**src/rtl/judge_pkg.sv**
```systemverilog
// rtl/judge_pkg.sv - shared types and helpers for the multi-slot character judge
package judge_pkg;

   typedef enum logic [1:0] {
      ST_IDLE   = 2'd0,
      ST_COUNT  = 2'd1,
      ST_LOCKED = 2'd2
   } slot_state_e;

   function automatic logic [31:0] all_ones(input int unsigned w);
      return (32'h1 << w) - 32'h1;
   endfunction

   // Reserved class index meaning "no character decided"
   function automatic logic [31:0] EMPTY_IDX(input int unsigned idx_w);
      return all_ones(idx_w);
   endfunction

   function automatic logic [31:0] sat_inc(input logic [31:0] v, input int unsigned w);
      logic [31:0] mx;
      mx = all_ones(w);
      return (v >= mx) ? mx : v + 32'h1;
   endfunction

endpackage

```
**src/rtl/judge_slot.sv**
```systemverilog
// rtl/judge_slot.sv - one character position: run/majority accumulation and lock decision
module judge_slot
   import judge_pkg::*;
#(
   parameter int IDX_W  = 6,
   parameter int DIFF_W = 16,
   parameter int RUN_W  = 4,
   parameter int CNT_W  = 8
) (
   input  logic              clk,
   input  logic              srst,
   input  logic              sample_valid,
   input  logic [IDX_W-1:0]  idx,
   input  logic [DIFF_W-1:0] diff,
   input  logic [DIFF_W-1:0] max_diff,
   input  logic [RUN_W-1:0]  min_continue,
   input  logic [CNT_W-1:0]  min_counter,
   input  logic              all_done,
   output logic [IDX_W-1:0]  result,
   output logic              locked,
   output logic              forced,
   output logic              lock_next
);

   localparam logic [IDX_W-1:0] EMPTY = IDX_W'(EMPTY_IDX(IDX_W));

   slot_state_e       state_q, state_d;
   logic [IDX_W-1:0]  cand_q, cand_d;
   logic [CNT_W-1:0]  vote_q, vote_d;
   logic [IDX_W-1:0]  last_q, last_d;
   logic [RUN_W-1:0]  run_q, run_d;
   logic [CNT_W-1:0]  total_q, total_d;
   logic [IDX_W-1:0]  result_q, result_d;
   logic              forced_q, forced_d;
   logic [RUN_W-1:0]  run_min;

   always_comb begin
      state_d  = state_q;
      cand_d   = cand_q;
      vote_d   = vote_q;
      last_d   = last_q;
      run_d    = run_q;
      total_d  = total_q;
      result_d = result_q;
      forced_d = forced_q;
      run_min  = (min_continue == '0) ? RUN_W'(1) : min_continue;

      if (state_q != ST_LOCKED) begin
         if (sample_valid) begin
            if (diff > max_diff) begin
               run_d = '0;
            end else begin
               total_d = CNT_W'(sat_inc(32'(total_q), CNT_W));
               if (idx == last_q && run_q != '0)
                  run_d = RUN_W'(sat_inc(32'(run_q), RUN_W));
               else
                  run_d = RUN_W'(1);
               last_d = idx;

               if (vote_q == '0) begin
                  cand_d = idx;
                  vote_d = CNT_W'(1);
               end else if (idx == cand_q) begin
                  vote_d = CNT_W'(sat_inc(32'(vote_q), CNT_W));
               end else begin
                  vote_d = vote_q - CNT_W'(1);
               end

               if (state_q == ST_IDLE)
                  state_d = ST_COUNT;

               // Run rule outranks the majority rule when both hit on one sample
               if (run_d >= run_min) begin
                  state_d  = ST_LOCKED;
                  result_d = idx;
                  forced_d = 1'b0;
               end else if (min_counter != '0 && total_d >= min_counter) begin
                  state_d  = ST_LOCKED;
                  result_d = (vote_d == '0) ? idx : cand_d;
                  forced_d = 1'b0;
               end
            end
         end

         if (state_d != ST_LOCKED && all_done) begin
            state_d  = ST_LOCKED;
            forced_d = 1'b1;
            result_d = (total_d != '0) ? cand_d : EMPTY;
         end
      end

      lock_next = (state_d == ST_LOCKED);
   end

   always_ff @(posedge clk) begin
      if (srst) begin
         state_q  <= ST_IDLE;
         cand_q   <= '0;
         vote_q   <= '0;
         last_q   <= '0;
         run_q    <= '0;
         total_q  <= '0;
         result_q <= EMPTY;
         forced_q <= 1'b0;
      end else begin
         state_q  <= state_d;
         cand_q   <= cand_d;
         vote_q   <= vote_d;
         last_q   <= last_d;
         run_q    <= run_d;
         total_q  <= total_d;
         result_q <= result_d;
         forced_q <= forced_d;
      end
   end

   assign result = result_q;
   assign locked = (state_q == ST_LOCKED);
   assign forced = forced_q;

endmodule

```
**src/rtl/judge_multi.sv**
```systemverilog
// rtl/judge_multi.sv - per-plate judge: slot decode, result packing, plate-done detection
module judge_multi
   import judge_pkg::*;
#(
   parameter int NUM_SLOTS = 7,
   parameter int SLOT_W    = 3,
   parameter int IDX_W     = 6,
   parameter int DIFF_W    = 16,
   parameter int RUN_W     = 4,
   parameter int CNT_W     = 8
) (
   input  logic                       clk,
   input  logic                       srst,
   input  logic                       clear,
   input  logic [SLOT_W-1:0]          char_slot,
   input  logic [IDX_W-1:0]           char_index,
   input  logic [DIFF_W-1:0]          char_diff,
   input  logic                       char_valid,
   input  logic [DIFF_W-1:0]          max_diff,
   input  logic [RUN_W-1:0]           min_continue,
   input  logic [CNT_W-1:0]           min_counter,
   input  logic                       all_done,
   output logic [NUM_SLOTS*IDX_W-1:0] char_index_o,
   output logic [NUM_SLOTS-1:0]       slot_locked,
   output logic [NUM_SLOTS-1:0]       slot_forced,
   output logic                       recognize_done,
   output logic                       done_pulse
);

   logic                 rst_any;
   logic [NUM_SLOTS-1:0] slot_valid;
   logic [NUM_SLOTS-1:0] lock_next;
   logic                 done_q, done_d;
   logic                 pulse_q, pulse_d;

   assign rst_any = srst | clear;

   // Out-of-range slot numbers match no decoder output and are dropped
   for (genvar k = 0; k < NUM_SLOTS; k++) begin : g_slot
      assign slot_valid[k] = char_valid && (char_slot == SLOT_W'(k));

      judge_slot #(
         .IDX_W  (IDX_W),
         .DIFF_W (DIFF_W),
         .RUN_W  (RUN_W),
         .CNT_W  (CNT_W)
      ) u_slot (
         .clk          (clk),
         .srst         (rst_any),
         .sample_valid (slot_valid[k]),
         .idx          (char_index),
         .diff         (char_diff),
         .max_diff     (max_diff),
         .min_continue (min_continue),
         .min_counter  (min_counter),
         .all_done     (all_done),
         .result       (char_index_o[k*IDX_W +: IDX_W]),
         .locked       (slot_locked[k]),
         .forced       (slot_forced[k]),
         .lock_next    (lock_next[k])
      );
   end

   always_comb begin
      done_d  = &lock_next;
      pulse_d = done_d & ~done_q;
   end

   always_ff @(posedge clk) begin
      if (rst_any) begin
         done_q  <= 1'b0;
         pulse_q <= 1'b0;
      end else begin
         done_q  <= done_d;
         pulse_q <= pulse_d;
      end
   end

   assign recognize_done = done_q;
   assign done_pulse     = pulse_q;

endmodule

```
**config.mk**
```make
export PLATFORM = sky130hd
export DESIGN_NAME = judge_multi
export DESIGN_NICKNAME = d
export VERILOG_FILES = /design/src/rtl/judge_pkg.sv /design/src/rtl/judge_slot.sv /design/src/rtl/judge_multi.sv
export SDC_FILE = /design/constraint.sdc
export NUM_CORES = 1
export LEC_CHECK = 0
export ABC_AREA = 1
export ABC_CLOCK_PERIOD_IN_PS = 3900
export CORE_ASPECT_RATIO = 0.7
export CORE_MARGIN = 3
export CORE_UTILIZATION = 62
export DETAILED_ROUTE_END_ITERATION = 7
export PLACE_DENSITY = 0.88
export SLEW_MARGIN = 25
export SYNTH_ARGS = -nofsm -noshare
export SYNTH_HDL_FRONTEND = slang
export SYNTH_SLANG_ARGS = --single-unit
```
**constraint.sdc**
```tcl
create_clock -name clk -period 3.9 [get_ports clk]
set_input_delay 0.39 -clock clk [delete_from_list [all_inputs] [get_ports clk]]
set_output_delay 0.39 -clock clk [all_outputs]
set_load 0.01 [all_outputs]
```
==> results of run 1 <==
-- power breakdown --
group | total, uW | switching (uW) | internal (uW)
clock | 3310 | 1320 | 1990
sequential | 3090 | 66.3 | 3020
combinational | 1360 | 868 | 490
-- critical path: stages --
cell and delay (ns):
clkdlybuf4s50_1 0.79, buf_4 0.30, xnor2_1 0.13, o211ai_1 0.10, nor2_1 0.19, inv_1 0.11
nor3_1 0.25, ha_1 0.29, inv_1 0.05, a21oi_1 0.05, o21ai_1 0.12, nand2_1 0.08
a21oi_2 0.17, nand2_1 0.10, nand3_1 0.12, nand3_1 0.10, inv_1 0.07, o21ai_1 0.14
o21ai_0 0.24, inv_1 0.06, nand2_1 0.06, nand2_1 0.04
-- metal layers --
layer	share of wire (%)	track usage, %
met1	41	44.9
met2	44	55.5
met3	11	5.84
met4	4.0	12.9
met5	0	0
-- sequential cells by signal (all words and copies together) (netlist names) --
register and cells:
recognize_done 1, g_slot.u_slot.last_q 42, g_slot.u_slot.cand_q 42, g_slot.u_slot.run_q 28
g_slot.u_slot.state_q 14, g_slot.u_slot.result 42, g_slot.u_slot.total_q 56, g_slot.u_slot.forced 7
done_pulse 1, g_slot.u_slot.vote_q 56
-- placed cells by master, fill, tap and decap left out, types with 13 or more instances in the layout --
cell type        synthesis  final
or2_2                   15     15
buf_4                   20     75
a211oi_1                19     19
o211ai_1                77     77
nand2_2                 21     22
dfxtp_1                289    289
clkbuf_16                0     31
nand3_1                301    300
nor2_1                 263    260
ha_1                   142    142
xnor2_1                 50     50
nor3_1                  40     40
a21oi_1                265    264
o21ai_0                242    242
inv_2                   12     13
nand2_1                835    834
nand4_1                 56     56
clkdlybuf4s50_1          0    115
inv_1                  518    517
o21ai_1                 22     22
xor2_1                  58     58
-- logic make-up after synthesis --
kind of cell               after synthesis  share of synthesized area, %
xor gates and xnor gates               108                          4.31
adders and majority gates              142                          8.10
buffers and inverters                  693                          12.8
AOI/OAI and AO/OA                      669                          17.0
DFF                                    289                          26.4
and+or+nand+nor                       1586                          31.5
-- what timing repair did --
| action | CTS | global route |
|---|---|---|
| setup endpoints to repair | 0 | 14 |
| hold buffers | 0 | 0 |
| resized for setup | 0 | 4 |
-- worst paths after layout --
kind	start	to	slack, ns	cells after the start
setup / recovery	char_index[3]	g_slot[6].u_slot.result[3]	0.41	22
hold / removal	g_slot[4].u_slot.run_q[3]	g_slot[4].u_slot.run_q[3]	0.47	2
hold reg to reg	g_slot[4].u_slot.run_q[3]	g_slot[4].u_slot.run_q[3]	0.47	2
setup reg to reg	g_slot[3].u_slot.total_q[0]	g_slot[3].u_slot.forced	0.43	23
-- metrics by stage --
step                      util (%)  cell area, um^2  setup slack [ns]
after detailed placement      68.9            23600           -0.0758
after global routing          72.2            24700            0.0467
final                         72.2            24700             0.412
after floorplan                  -            21900             0.632
after global placement        68.9            23600            0.0890
after CTS                     72.2            24700             0.242
-- cell type report --
class	instances	share of cell area, %
Multi-Input combinational cell	2505	54.2
Inverter	534	8.13
Sequential cell	289	23.4
Clock inverter	17	1.12
Tap cell	464	2.35
Timing Repair Buffer	195	7.35
Clock buffer	39	3.43
==> flow_metrics.env, run 1 <==
export IMPL_yosysWarnings=0
export IMPL_die_h_um=163
export IMPL_cts_buffer_depth=3
export IMPL_gp_congestion=0.957
export IMPL_yosysUniqueCellTypes=55
export IMPL_rsz0062_at_grt="false"
export IMPL_grt_pass1_wl_um=107000
export IMPL_power_uw=7760
export IMPL_start_util_pct=64.2
export IMPL_worstSetupPathType="input pin to flop"
export IMPL_post_drt_wl_per_cell_um=16.3
export IMPL_cp_end_kind="flop"
export IMPL_stdcell_count=4043
export IMPL_tightest_slew_ns=1.05
export IMPL_drc=0
export IMPL_hold_viol_final=0
export IMPL_setup_viol=0
export IMPL_multiInputGateArea_mm2=0.0134
export IMPL_seqCellArea_mm2=0.00579
export IMPL_grt_max_degree=219
export IMPL_max_freq_ghz=0.287
export IMPL_vias_per_cell=5.80
export IMPL_synth_top_area_cell="dfxtp_1"
export IMPL_antennaDiodeCount=0
export IMPL_leakage_uw=0.0125
export IMPL_final_nets=3756
export IMPL_synth_most_common_cell="nand2_1"
export IMPL_synth_cells=3487
export IMPL_max_slew_margin_pct=29.9
export IMPL_final_max_slew_viol_count=0
export IMPL_dpl_cell_count=3987
export IMPL_post_cts_buffers=0
export IMPL_yosys_top_cells_count="nand2_1 (835), inv_1 (518), nand3_1 (301), dfxtp_1 (289), a21oi_1 (265)"
export IMPL_synth_top_area_share_pct=26.4
export IMPL_cts_sinks=289
export IMPL_cts_max_level=1
export IMPL_cts_buffers=31
export IMPL_postSynthAreaPerCell_um2=6.29
export IMPL_setup_tns_ns=0
export IMPL_cp_start_kind="input pin"
export IMPL_clk_pin_slew_ns=0.06
export IMPL_ant_nets=0
export IMPL_syn_num_nets=3687
export IMPL_ys_seq_area_share_pct=26.4
export IMPL_final_layout_size_suffix_gt1_share_pct=6.54
export IMPL_area_delta_synth_final_pct=12.6
export IMPL_syn_area_mm2=0.0219
export IMPL_maxCapViolCount=0
export IMPL_critPathMaxFanout=8
export IMPL_die_w_um=231
export IMPL_dp_hpwl_um=47800
export IMPL_critical_path_arrival_ns=3.98
export IMPL_hold_ws_ns=0.469
export IMPL_status="finished, final reports clean"
export IMPL_synthFlopType="dfxtp_1"
export IMPL_synth_async_reset_ratio_pct=0
export IMPL_synthTopCellsByArea="dfxtp_1 (26%), nand2_1 (14%), inv_1 (8.9%), ha_1 (8.1%), nand3_1 (6.9%)"
export IMPL_skew_ns=0.0271
export IMPL_root_buffer="clkbuf_16"
export IMPL_pin_count=116
export IMPL_cp_required_ns=4.39
export IMPL_period_needed_ns=3.49
export IMPL_core_mm2=0.0342
export IMPL_grt_usage_pct=33.9
export IMPL_cts_tree="done"
export IMPL_cellPowerDensity_mw_per_mm2=314
export IMPL_clock_latency_ns=0.60
export IMPL_hold_path_class="flop to flop"
export IMPL_totalWireLength_um=65800
export IMPL_grt_pass1_vias=21848
export IMPL_num_vias=23469
export IMPL_first_pass_iters=8
export IMPL_fillers=2820
export IMPL_fin_crit_sh_pct=89.4
export IMPL_drt_iter0_markers=2639
export IMPL_rows=56
export IMPL_grt_ovfl_total=0
export IMPL_io_buffer_count=115
export IMPL_synth_edf_count=0
export IMPL_vdd_ir_drop_max_mv=0.386
export IMPL_die_area_mm2=0.0377
export IMPL_antenna_found_initial=0
export IMPL_ys_ff_latch=289
Power figures use the tool's default switching activity.
==> run 2: changes to the inputs <==
- MAX_ROUTING_LAYER: not set -> met4
==> run 2 against run 1 <==
Non-clock buffer count shrank 5. Setup slack got worse by 0.022 ns. Clock-buffer cell count unchanged. Clock skew decreased by 0.010 ns. First-iteration DRC count fell by 5.6%. Sequential power hardly changed. Flip-flop and latch count is the same. Global-route usage up 0.78 points. Wire length down 0.58%.
==> flow_metrics.env, run 2 (synthesis gave the netlist of run 1 again) <==
export IMPL_cts_max_level=1
export IMPL_final_layout_size_suffix_gt1_share_pct=6.46
export IMPL_vdd_ir_drop_max_mv=0.322
export IMPL_grt_pass1_wl_um=107000
export IMPL_cp_end_kind="flop"
export IMPL_setup_viol=0
export IMPL_antenna_found_initial=0
export IMPL_cp_required_ns=4.42
export IMPL_worstSetupPathType="flop to flop"
export IMPL_utilization_pct=71.8
export IMPL_tightest_slew_ns=1.00
export IMPL_clk_pin_slew_ns=0.07
export IMPL_post_cts_buffers=0
export IMPL_critical_path_arrival_ns=4.03
export IMPL_hold_viol_final=0
export IMPL_max_freq_ghz=0.285
export IMPL_final_common_cell="nand2_1"
export IMPL_fin_area_mm2=0.0246
export IMPL_cellPowerDensity_mw_per_mm2=305
export IMPL_leakage_uw=0.0124
export IMPL_max_slew_margin_pct=33.1
export IMPL_gp_congestion=0.955
export IMPL_cts_buffer_depth=3
export IMPL_clock_latency_ns=0.59
export IMPL_rows=56
export IMPL_mostFrequentLayoutCells="nand2_1 (833), inv_1 (516), nand3_1 (300)"
export IMPL_first_pass_iters=6
export IMPL_skew_ns=0.0168
export IMPL_grt_ovfl_total=0
export IMPL_die_h_um=163
export IMPL_start_util_pct=64.2
export IMPL_grt_max_degree=219
export IMPL_root_buffer="clkbuf_16"
export IMPL_pin_count=116
export IMPL_die_area_mm2=0.0377
export IMPL_top_regs="g_slot.u_slot.total_q x56, g_slot.u_slot.vote_q x56"
export IMPL_fillers=2929
export IMPL_ant_nets=0
export IMPL_io_buffer_count=115
export IMPL_seqCellArea_mm2=0.00579
export IMPL_period_needed_ns=3.51
export IMPL_cts_hold_fix_buffers=0
export IMPL_post_drt_wl_per_cell_um=16.2
export IMPL_hold_path_class="flop to flop"
export IMPL_totalWireLength_um=65400
export IMPL_final_max_slew_viol_count=0
export IMPL_cts_tree="done"
export IMPL_drt_iter0_markers=2492
export IMPL_cts_resized_gates=0
export IMPL_fin_crit_sh_pct=90.0
export IMPL_dp_hpwl_um=47400
export IMPL_cts_sinks=289
export IMPL_critPathMaxFanout=6
export IMPL_cts_buffers=31
export IMPL_antennaDiodeCount=0
export IMPL_area_delta_synth_final_pct=12.0
export IMPL_grt_pass1_vias=21890
export IMPL_status="finished, final reports clean"
export IMPL_grt_usage_pct=34.7
export IMPL_cp_start_kind="flop"
export IMPL_drc=0
export IMPL_rsz0062_at_grt="false"
export IMPL_core_mm2=0.0342
export IMPL_num_vias=23234
export IMPL_multiInputGateArea_mm2=0.0134
export IMPL_die_w_um=231
export IMPL_dpl_instance_area_mm2=0.0235
export IMPL_vias_per_cell=5.75
export IMPL_final_nets=3751
export IMPL_maxCapViolCount=0
export IMPL_power_uw=7490
## run 2: final cells by class
| class | instances | share of cell area (%) |
|---|---|---|
| tap | 464 | 2.36 |
| sequential | 289 | 23.6 |
| multi-input combinational | 2505 | 54.5 |
| clock inverter | 17 | 0.754 |
| inverter | 534 | 8.18 |
| clock buffer | 39 | 3.44 |
| timing repair buffer | 190 | 7.19 |
## run 2: power breakdown
group,total [uW],switching [uW],internal (uW)
Clock,3050,1320,1740
Combinational,1350,868,485
Sequential,3080,65.6,3020
## run 2: worst max-delay path, cell delays in order (launching register included)
cell	delay [ns]
dfxtp_1	0.45
ha_1	0.21
nand2_1	0.07
nor2_1	0.16
inv_1	0.11
nor3_4	0.19
nand3_2	0.17
nand2_1	0.11
inv_1	0.06
ha_1	0.27
o21ai_0	0.20
nand2_1	0.08
nand2_1	0.06
nand2_1	0.06
nand2_1	0.06
nand3_1	0.11
nand2_1	0.16
nand2_1	0.10
nand3_1	0.15
nand3_1	0.15
inv_2	0.19
a21oi_1	0.05
or2_1	0.22
inv_1	0.05
## run 2: worst paths after layout
check	from	to	slack, ns	cells after the start
min reg2reg	g_slot[4].u_slot.run_q[3]	g_slot[4].u_slot.run_q[3]	0.46	2
min	g_slot[4].u_slot.run_q[3]	g_slot[4].u_slot.run_q[3]	0.46	2
max reg2reg	g_slot[3].u_slot.total_q[0]	g_slot[3].u_slot.forced	0.39	23
max	g_slot[3].u_slot.total_q[0]	g_slot[3].u_slot.forced	0.39	23
## run 2: per-layer routing
| layer | vias to the layer above | share of wire, % | GRT usage (%) |
|---|---|---|---|
| met4 | 0 | 3.5 | 12.4 |
| met3 | 156 | 9.0 | 5.13 |
| met5 | - | 0 | - |
| met1 | 10546 | 43 | 45.0 |
| li1 | 11416 | - | - |
| met2 | 1116 | 45 | 55.5 |
## run 2: metrics by stage
| step | TNS (ns) | instances | hold WS, ns | setup WS [ns] |
|---|---|---|---|---|
| 5_1_grt | 0 | 4038 | 0.489 | 0.0343 |
| 2_1_floorplan | 0 | 3487 | 0.441 | 0.632 |
| 4_1_cts | 0 | 4038 | 0.466 | 0.240 |
| 3_3_place_gp | 0 | 3982 | 0.456 | 0.111 |
| 3_5_place_dp | -1.07 | 3982 | 0.456 | -0.143 |
| 6_report | 0 | 4038 | 0.464 | 0.390 |
